[config.mk]
export PLATFORM = sky130hd
export DESIGN_NAME = jtframe_68kdma_copy_flat
export DESIGN_NICKNAME = d
export VERILOG_FILES = /design/src/rtl/jtframe_68kdma_copy_if.sv /design/src/rtl/jtframe_68kdma_copy.sv /design/src/flat_wrapper.sv
export SDC_FILE = /design/constraint.sdc
export NUM_CORES = 1
export LEC_CHECK = 0
export BUFFER_PORTS_ARGS = -buffer_cell sky130_fd_sc_hd__buf_2
export CAP_MARGIN = 30
export CORE_ASPECT_RATIO = 2
export CORE_UTILIZATION = 56
export DETAILED_ROUTE_END_ITERATION = 10
export GPL_ROUTABILITY_DRIVEN = 0
export PLACE_DENSITY = 0.81
export SYNTH_ARGS = -nofsm -noshare
export SYNTH_HDL_FRONTEND = slang
export SYNTH_SLANG_ARGS = --single-unit
[constraint.sdc]
create_clock -name clk -period 3.87 [get_ports clk]
set_input_delay 0.1935 -clock clk [delete_from_list [all_inputs] [get_ports clk]]
set_output_delay 0.1935 -clock clk [all_outputs]
set_load 0.05 [all_outputs]
[src/rtl/jtframe_68kdma_copy_if.sv]
// Command and memory-bus bundle for the 68k DMA block-copy master.
interface jtframe_68kdma_copy_if #(
   parameter int AW = 23,
   parameter int DW = 16,
   parameter int LW = 12
);
   // start is a single-cen pulse, taken only while busy=0; a memory cycle is
   // offered by holding mem_cs high and completes on the first cen with mem_ok=1.
   logic          start;
   logic [AW-1:0] src;
   logic [AW-1:0] dst;
   logic [LW-1:0] len;
   logic          busy;
   logic          done;
   logic          dev_br;
   logic          cpu_BGACKn;
   logic [AW-1:0] mem_addr;
   logic [DW-1:0] mem_dout;
   logic [DW-1:0] mem_din;
   logic          mem_cs;
   logic          mem_rnw;
   logic          mem_ok;

   modport master (
      input  start, src, dst, len, cpu_BGACKn, mem_din, mem_ok,
      output busy, done, dev_br, mem_addr, mem_dout, mem_cs, mem_rnw
   );

   modport slave (
      output start, src, dst, len, cpu_BGACKn, mem_din, mem_ok,
      input  busy, done, dev_br, mem_addr, mem_dout, mem_cs, mem_rnw
   );
endinterface

[src/rtl/jtframe_68kdma_copy.sv]
// DMA block-copy master: requests the 68k bus, copies words src->dst in
// bounded tenures and reports completion with a one-cen done pulse.
module jtframe_68kdma_copy #(
   parameter int AW    = 23,
   parameter int DW    = 16,
   parameter int LW    = 12,
   parameter int BURST = 64
) (
   input  logic                clk,
   input  logic                rst,
   input  logic                cen,
   jtframe_68kdma_copy_if.master bus,
   output logic [2:0]          state_dbg
);
   localparam int TW = $clog2(BURST + 1);

   typedef enum logic [2:0] {
      IDLE = 3'd0,
      REQ  = 3'd1,
      RD   = 3'd2,
      WR   = 3'd3,
      REL  = 3'd4,
      FIN  = 3'd5
   } state_t;

   state_t        state;
   logic [AW-1:0] src_ptr;
   logic [AW-1:0] dst_ptr;
   logic [LW-1:0] count;
   logic [TW-1:0] tenure;
   logic          have_data;
   logic          requested;

   assign state_dbg = state;

   always_ff @(posedge clk or posedge rst) begin
      if (rst) begin
         state        <= IDLE;
         src_ptr      <= '0;
         dst_ptr      <= '0;
         count        <= '0;
         tenure       <= '0;
         have_data    <= 1'b0;
         requested    <= 1'b0;
         bus.busy     <= 1'b0;
         bus.done     <= 1'b0;
         bus.dev_br   <= 1'b0;
         bus.mem_cs   <= 1'b0;
         bus.mem_rnw  <= 1'b1;
         bus.mem_addr <= '0;
         bus.mem_dout <= '0;
      end else if (cen) begin
         case (state)
            IDLE: begin
               // busy stays high through the done cycle so a coincident start is dropped
               if (bus.done) begin
                  bus.done <= 1'b0;
                  bus.busy <= 1'b0;
               end else if (bus.start) begin
                  src_ptr   <= bus.src;
                  dst_ptr   <= bus.dst;
                  count     <= bus.len;
                  have_data <= 1'b0;
                  bus.busy  <= 1'b1;
                  if (bus.len == '0) begin
                     requested <= 1'b0;
                     state     <= FIN;
                  end else begin
                     requested  <= 1'b1;
                     bus.dev_br <= 1'b1;
                     state      <= REQ;
                  end
               end
            end
            REQ: begin
               if (!bus.cpu_BGACKn) begin
                  tenure <= '0;
                  state  <= have_data ? WR : RD;
               end
            end
            RD: begin
               // a cycle only opens from an idle slot that still sees ownership
               if (bus.mem_cs) begin
                  if (bus.mem_ok) begin
                     bus.mem_cs   <= 1'b0;
                     bus.mem_dout <= bus.mem_din;
                     have_data    <= 1'b1;
                     state        <= WR;
                  end
               end else if (bus.cpu_BGACKn) begin
                  state <= REQ;
               end else begin
                  bus.mem_cs   <= 1'b1;
                  bus.mem_rnw  <= 1'b1;
                  bus.mem_addr <= src_ptr;
               end
            end
            WR: begin
               if (bus.mem_cs) begin
                  if (bus.mem_ok) begin
                     bus.mem_cs <= 1'b0;
                     have_data  <= 1'b0;
                     src_ptr    <= src_ptr + 1'b1;
                     dst_ptr    <= dst_ptr + 1'b1;
                     count      <= count - 1'b1;
                     tenure     <= tenure + 1'b1;
                     if (count == LW'(1)) begin
                        bus.dev_br <= 1'b0;
                        state      <= FIN;
                     end else if (tenure == TW'(BURST - 1)) begin
                        bus.dev_br <= 1'b0;
                        state      <= REL;
                     end else begin
                        state <= RD;
                     end
                  end
               end else if (bus.cpu_BGACKn) begin
                  state <= REQ;
               end else begin
                  bus.mem_cs   <= 1'b1;
                  bus.mem_rnw  <= 1'b0;
                  bus.mem_addr <= dst_ptr;
               end
            end
            REL: begin
               if (bus.cpu_BGACKn) begin
                  bus.dev_br <= 1'b1;
                  state      <= REQ;
               end
            end
            FIN: begin
               if (!requested || bus.cpu_BGACKn) begin
                  bus.done <= 1'b1;
                  state    <= IDLE;
               end
            end
            default: state <= IDLE;
         endcase
      end
   end
endmodule

[src/flat_wrapper.sv]
// flat-port wrapper written by rule: the top's interface ports become plain ports
module jtframe_68kdma_copy_flat 
#(
   parameter int AW    = 23,
   parameter int DW    = 16,
   parameter int LW    = 12,
   parameter int BURST = 64
)
  (clk, rst, cen, state_dbg, bus_start, bus_src, bus_dst, bus_len, bus_cpu_BGACKn, bus_mem_din, bus_mem_ok, bus_busy, bus_done, bus_dev_br, bus_mem_addr, bus_mem_dout, bus_mem_cs, bus_mem_rnw);
  jtframe_68kdma_copy_if #(.AW(AW), .DW(DW), .LW(LW)) bus_i ();
  input  logic clk;
  input  logic rst;
  input  logic cen;
  output logic [2:0] state_dbg;
  input wire logic [$bits(bus_i.start)-1:0] bus_start;
  input wire logic [$bits(bus_i.src)-1:0] bus_src;
  input wire logic [$bits(bus_i.dst)-1:0] bus_dst;
  input wire logic [$bits(bus_i.len)-1:0] bus_len;
  input wire logic [$bits(bus_i.cpu_BGACKn)-1:0] bus_cpu_BGACKn;
  input wire logic [$bits(bus_i.mem_din)-1:0] bus_mem_din;
  input wire logic [$bits(bus_i.mem_ok)-1:0] bus_mem_ok;
  output wire logic [$bits(bus_i.busy)-1:0] bus_busy;
  output wire logic [$bits(bus_i.done)-1:0] bus_done;
  output wire logic [$bits(bus_i.dev_br)-1:0] bus_dev_br;
  output wire logic [$bits(bus_i.mem_addr)-1:0] bus_mem_addr;
  output wire logic [$bits(bus_i.mem_dout)-1:0] bus_mem_dout;
  output wire logic [$bits(bus_i.mem_cs)-1:0] bus_mem_cs;
  output wire logic [$bits(bus_i.mem_rnw)-1:0] bus_mem_rnw;
  assign bus_i.start = bus_start;
  assign bus_i.src = bus_src;
  assign bus_i.dst = bus_dst;
  assign bus_i.len = bus_len;
  assign bus_i.cpu_BGACKn = bus_cpu_BGACKn;
  assign bus_i.mem_din = bus_mem_din;
  assign bus_i.mem_ok = bus_mem_ok;
  assign bus_busy = bus_i.busy;
  assign bus_done = bus_i.done;
  assign bus_dev_br = bus_i.dev_br;
  assign bus_mem_addr = bus_i.mem_addr;
  assign bus_mem_dout = bus_i.mem_dout;
  assign bus_mem_cs = bus_i.mem_cs;
  assign bus_mem_rnw = bus_i.mem_rnw;
  jtframe_68kdma_copy #(.AW(AW), .DW(DW), .LW(LW), .BURST(BURST)) u_core (.clk(clk), .rst(rst), .cen(cen), .bus(bus_i), .state_dbg(state_dbg));
endmodule
==> metrics, run 1 <==
Util after Layout=68.7%; vias per inst=6.45; crit path kind=reg -> reg; Synth Area in Simple Gates=18.0%; setup bufs post-CTS=0; Post-Syn Area per Cell=9.29 µm²; Ys Warns=0; Synth area leader=dfrtp_1; number of routed nets with antenna violations=0; Tcrit/Tclk final=68.6%; Clock Tree Root=clkbuf_16; Starting Density=57.5%; Vias=6217; class of the worst hold path=in -> reg; WL/cell=19.3 µm; cts repair resizes=0; Detailed Routing Iterations Pass 1=5; diode count=0; hpwl dp=12800 µm; Pwr Density=961 nW/µm²; first-pass GRT wire length=29700 µm; Rows=55; RSZ-0062 raised after global routing=false; Compound-Gate Fraction of Synth Area=26.5%; post-synthesis cell area=6520 µm²; crit path cell chain=or4b_4 > a21o_2 > buf_4 > nor2_1 > nor2_1 > a21oi_2; setup TNS=0 ns; Final Max Slew Viols=0; Critical Path Start Type=flip-flop; CTS tree=built; slowest CP cell=a21o_2; largest family of logic cells by synthesized area=compound AO/OA/AOI/OAI gates; Synth Flop Type=dfrtp_1; drt first-iter violations=594; LEAKAGE=3.35 nW; residual DRC count=0; CP most frequent cell=nor2_1; largest net degree at the start of global routing=73; Crit. End Element=flip-flop; Slew @ Worst Pin=1.08 ns; crit path from=u_core.state_dbg[1]$_DFFE_PP0P_; core area=11400 µm²; final setup vio count=0; via count of the first global-routing pass=6182; I/O Buffers=126; die boundary width=78.3 µm; fin crit period=2.66 ns; HP Start=bus_mem_din[4]; CP Max Fanout=46; CP arrival=2.93 ns; Synth Area in Adders=0.959%; worst r2r src=u_core.state_dbg[1]$_DFFE_PP0P_; Die Y=155 µm; Clock H-tree levels=4; number of synthesized register bits=114; total routed wirelength=18600 µm; top-count cell post-synth=dfrtp_1; Relative slew margins=28.3%; worst skew pair latency=0.42 ns; number of synthesized flops with an enable pin=0; top cells by instance count after synthesis=113 x dfrtp_1, 82 x nand2_1, 64 x o21ai_0; multiplexer share of the synthesized area=6.00%; die area=12100 µm²; Fill cells=911; syn_nets=787; CTS Buffer Depth=2; gr ovfl total=0; status=completed; top cell type's share of synthesized area=43.3%; Worst Path Required=4.14 ns; area grow syn2layout=19.6%; clock skew=0.00781 ns; CTS Buf Count=17; fraction of registers with async set or reset after synthesis=100%; Buffers & Inverters on Critical Path=1; NumNets Final=894; delay-heaviest family, CP=compound AO/OA/AOI/OAI gates; Synth Instances=702; Fmax=377 MHz; Max IR drop VDD=0.000594 V; GRT Total Usage=31.7%; IO Pins=127; synth top area cells=dfrtp_1 43%, o21ai_0 4.9%, nand2_1 4.7%; Yosys cell types=62; sequential element share of the synthesized area=43.7%; max cap viols=0; layout cells sized above 1=30.5%; initial antenna violation count=0; CP peak stage delay=0.84 ns; Final Hold Vio Count=0; CTS Sinks=114; Worst-path clk slew=0.06 ns; xor and xnor fraction of the mapped netlist area=0%
-- layout by cell type, fill, tap and decap left out, types with 21 or more instances in the layout --
cell     instances
a21oi_1         47
a21oi_2         27
buf_2          126
dfrtp_1        113
nand2_1         82
nand3_1         34
nand4_1         21
nor2_1          48
o21ai_0         64
o22ai_1         22
-- repair_timing --
action	CTS	global route
hold buffers	3	0
endpoints found under the hold margin	64	0
setup endpoints to repair	0	0
-- through the flow --
step	area [µm²]	worst slack, ns	instances	total power, W	hold slack [ns]
floorplan	6520	0.662	702	0.00502	0.344
global placement	7160	1.36	929	0.00565	0.415
detailed placement	7160	1.29	929	0.00580	0.417
CTS	7800	1.25	964	0.00745	0.00137
global route	7800	1.05	964	0.00788	0.00642
finish	7800	1.21	964	0.00750	0.00197
-- registers in the layout (all words and copies together), names as in the netlist --
signal,cells
u_core.bus.busy,1
u_core.bus.dev_br,1
u_core.bus.done,1
u_core.bus.mem_addr,23
u_core.bus.mem_cs,1
u_core.bus.mem_dout,16
u_core.bus.mem_rnw,1
u_core.count,12
u_core.dst_ptr,23
u_core.have_data,1
u_core.requested,1
u_core.src_ptr,23
u_core.state_dbg,3
u_core.tenure,7
-- routing by layer --
layer | global-route usage (%) | vias to the layer above | part of all wire, %
li1 | - | 2811 | -
met3 | 7.49 | 98 | 6.0
met2 | 55.2 | 296 | 53
met1 | 32.2 | 3012 | 34
met5 | 0 | - | 0
met4 | 23.7 | 0 | 7.1
-- report_power, final --
part           total, W  switching (W)  internal [W]
Sequential      0.00239       0.000645       0.00174
Combinational   0.00348        0.00231       0.00117
Clock           0.00162       0.000607       0.00102
Total           0.00750        0.00357       0.00393
-- layout make-up --
cell class | count | area [µm²] | share of cell area (%)
Clock buffer | 17 | 425 | 5.45
Clock inverter | 15 | 186 | 2.39
Inverter | 11 | 43.8 | 0.561
Multi-Input combinational cell | 526 | 3370 | 43.2
Sequential cell | 114 | 2850 | 36.6
Tap cell | 142 | 178 | 2.28
Timing Repair Buffer | 139 | 748 | 9.59
-- worst register-to-register path, stage by stage, from the launching register on --
cell	delay, ns
dfrtp_1	0.71
or4b_4	0.28
a21o_2	0.84
buf_4	0.43
nor2_1	0.10
nor2_1	0.12
a21oi_2	0.04
-- cells by family after synthesis --
group                      Yosys count
and+or+nand+nor                    240
DFF                                114
adders and majority gates            5
muxes                               37
buffers and inverters               62
AOI/OAI and AO/OA                  244
-- path summary, 6_finish.rpt --
| check | slack (ns) | to | depth (start not counted) |
|---|---|---|---|
| worst max-delay path | 1.21 | u_core.count[5]$_DFFE_PP0P_ | 6 |
| worst min-delay path | 0.002 | u_core.bus.mem_dout[4]$_DFFE_PP0P_ | 2 |
| worst max register to register | 1.21 | u_core.count[5]$_DFFE_PP0P_ | 6 |
| worst min register to register | 0.47 | u_core.bus.mem_addr[17]$_DFFE_PP0P_ | 2 |
| max in group asynchronous | 2.48 | u_core.bus.mem_rnw$_DFFE_PP1P_ | 4 |
| min in group asynchronous | 0.49 | u_core.src_ptr[0]$_DFFE_PP0P_ | 3 |
Note: power is estimated with default switching activity, not from simulation.
==> run 2, diff against run 1 <==
Settings changed: ABC_AREA from default to 1, CORE_UTILIZATION 56 to 51, PLACE_DENSITY 0.81 to 0.77.
Clock period 3.87 ns to 2.4 ns, I/O delays scaled along.
==> run 2 against run 1 <==
- worst hold slack improved by 0.0089 ns
- cell count rose by 32%
- synthesized area rose by 4.9%
- combinational power rose by 62%
- clock skew rose by 0.0038 ns
- clock power rose by 56%
- the flow now finishes with violations (design-rule violations)
- critical path depth did not move
- count of clock-buffer cells in the layout rose by 3
- sequential power rose by 57%
- sequential share of layout area fell by 2.8 points
- critical path type unchanged
- utilization fell by 4.0 points
==> metrics, run 2 <==
I/O Buffers=126; Yosys cell types=43; Tcrit/Tclk final=84.1%; Detailed Routing Iterations Pass 1=8; Final Hold Vio Count=0; RSZ-0062 raised after global routing=false; WL/cell=15.9 µm; largest net degree at the start of global routing=115; Synth Area in Adders=0.915%; top-count cell post-synth=nand2_1; top cells by instance count after synthesis=249 x nand2_1, 173 x nor2_1, 113 x dfrtp_1; sequential element share of the synthesized area=41.7%; Fill cells=1178; synth top area cells=dfrtp_1 41%, nand2_1 14%, nor2_1 9.5%; most frequent cells in the layout=249 x nand2_1, 173 x nor2_1, 126 x buf_2; Final Max Slew Viols=0; largest family of logic cells by synthesized area=simple AND/OR/NAND/NOR gates; met2 GRT Util=53.7%; xor and xnor fraction of the mapped netlist area=1.92%; CTS tree=built; Synth Instances=959; LEAKAGE=4.14 nW; top cell type's share of synthesized area=41.3%; reg2reg path depth=6; Post-Syn Area per Cell=7.13 µm²; worst skew pair latency=0.41 ns; crit path from=u_core.state_dbg[1]$_DFFE_PP0P_; crit path to=u_core.tenure[3]$_DFFE_PP0P_; syn_nets=1044; Synth Area in Simple Gates=31.5%; multiplexer share of the synthesized area=3.29%; via count of the first global-routing pass=6932; die area=13900 µm²; max cap viols=0; Worst-path clk slew=0.06 ns; CP arrival=2.30 ns; most used routing layer=met2; number of routed nets with antenna violations=0; die boundary width=83.9 µm; first-pass GRT wire length=32500 µm; Reg2Reg Setup Slack=0.38 ns; drt first-iter violations=497; CTS Buffer Depth=2; CTS Sinks=114; Compound-Gate Fraction of Synth Area=12.6%; Slew @ Worst Pin=0.641 ns; number of synthesized register bits=114; number of synthesized flops with an enable pin=0; fin crit period=2.02 ns; Starting Density=52.4%; Fmax=495 MHz; layout cells sized above 1=19.5%; crit path kind=reg -> reg; status=finished, violations left; Die Y=166 µm; Rows=59; Pwr Density=1410 nW/µm²; Worst Path Required=2.68 ns; NumNets Final=1193; gr ovfl total=0; IO Pins=127; initial antenna violation count=0; post-synthesis cell area=6840 µm²; top flop regs=u_core.bus.mem_addr (23), u_core.dst_ptr (23), u_core.src_ptr (23); Crit. End Element=flip-flop; violated checks=design-rule violations; met1 Track Usage GR=30.1%; diode count=0; hpwl dp=14000 µm; final setup vio count=0; CP Max Fanout=14; Synth Flop Type=dfrtp_1; vias per inst=5.59; total power=0.0119 W; Critical Path Start Type=flip-flop; Sequential Area=2850 µm²; Clock H-tree levels=4; commonest non-fill, non-tap cell in the layout=nand2_1; Max IR drop VDD=0.000612 V; Clock Tree Root=clkbuf_16; class of the worst hold path=in -> reg; core area=13100 µm²; setup TNS=0 ns; area grow syn2layout=23.7%; worst r2r src=u_core.state_dbg[1]$_DFFE_PP0P_; GRT Total Usage=29.8%; residual DRC count=18; multi-input logic area=3440 µm²; CTS Buf Count=17; fraction of registers with async set or reset after synthesis=100%; total routed wirelength=20300 µm; Synth area leader=dfrtp_1; setup bufs post-CTS=0; clock skew=0.0116 ns; met3 track demand over resource=4.72%; Vias=7115; r2r endpoint=u_core.tenure[3]$_DFFE_PP0P_; Ys Warns=0; Relative slew margins=57.0%
## run 2: cell types whose count changed in the layout (fill, tap and decap cells not counted), moves of 16 or more
cell,before,now
a21oi_2,27,1
a2bb2oi_2,20,0
dlygate4sd3_1,3,24
inv_1,10,88
mux2i_1,20,0
nand2_1,82,249
nand3_1,34,52
nor2_1,48,173
o21ai_0,64,46
o21ai_1,8,29
o22ai_1,22,6
## run 2: timing repair
item,4_1_cts,5_1_grt
resized for setup,0,0
hold endpoints to repair,136,0
hold buffers,24,0
## run 2: metal layers
layer / routed length (µm) / part of all wire [%] / vias to the layer above
li1: - / - / 3414
met4: 1540 / 7.6 / 0
met5: 0 / 0 / -
met3: 936 / 4.6 / 94
met1: 7110 / 35 / 3324
met2: 10700 / 53 / 283
## run 2: layout make-up
type / instances / share of cell area (%)
tap: 152 / 2.25
timing repair buffer: 168 / 12.3
multi-input combinational: 715 / 40.6
clock inverter: 11 / 1.63
sequential: 114 / 33.7
clock buffer: 20 / 5.28
inverter: 92 / 4.15
## run 2: power by group
group	total, W	switching, W	internal, W
clock network	0.00253	0.000887	0.00164
logic	0.00564	0.00396	0.00168
registers	0.00375	0.000930	0.00282
## run 2: metrics by stage
step           setup WS [ns]  hold slack (ns)  cells  utilization, %  instance area, µm²
2_1_floorplan          0.536            0.270    959               -                6840
3_3_place_gp           0.511            0.352   1217            58.5                7640
3_5_place_dp           0.434            0.354   1217            58.5                7640
4_1_cts                0.388          0.00342   1272            64.8                8460
5_1_grt                0.231           0.0177   1272            64.8                8460
6_report               0.381           0.0108   1272            64.8                8460
## run 2: cell families after synthesis
kind of cell               Yosys count
AOI/OAI and AO/OA                  152
xor gates and xnor gates            15
adders and majority gates            5
buffers and inverters              130
DFF                                114
muxes                               20
and+or+nand+nor                    523
## run 2: worst max-delay path, stage by stage, from the launching register on
cell	delay (ns)
dfrtp_1	0.46
inv_2	0.11
nand2_1	0.17
nor2_1	0.10
nand2_1	0.10
nand4_1	0.47
o31ai_1	0.48
## run 2: how the worst min path moves through the flow
stage,endpoint,startpoint,cells after the start
global route,u_core.dst_ptr[7]$_DFFE_PP0P_,bus_dst[7],3
floorplan,u_core.bus.mem_dout[10]$_DFFE_PP0P_,bus_mem_din[10],1
detailed placement,u_core.bus.mem_dout[8]$_DFFE_PP0P_,rst,3
finish,u_core.dst_ptr[0]$_DFFE_PP0P_,bus_dst[0],3
CTS,u_core.dst_ptr[0]$_DFFE_PP0P_,bus_dst[0],3
global placement,u_core.bus.mem_dout[8]$_DFFE_PP0P_,rst,3
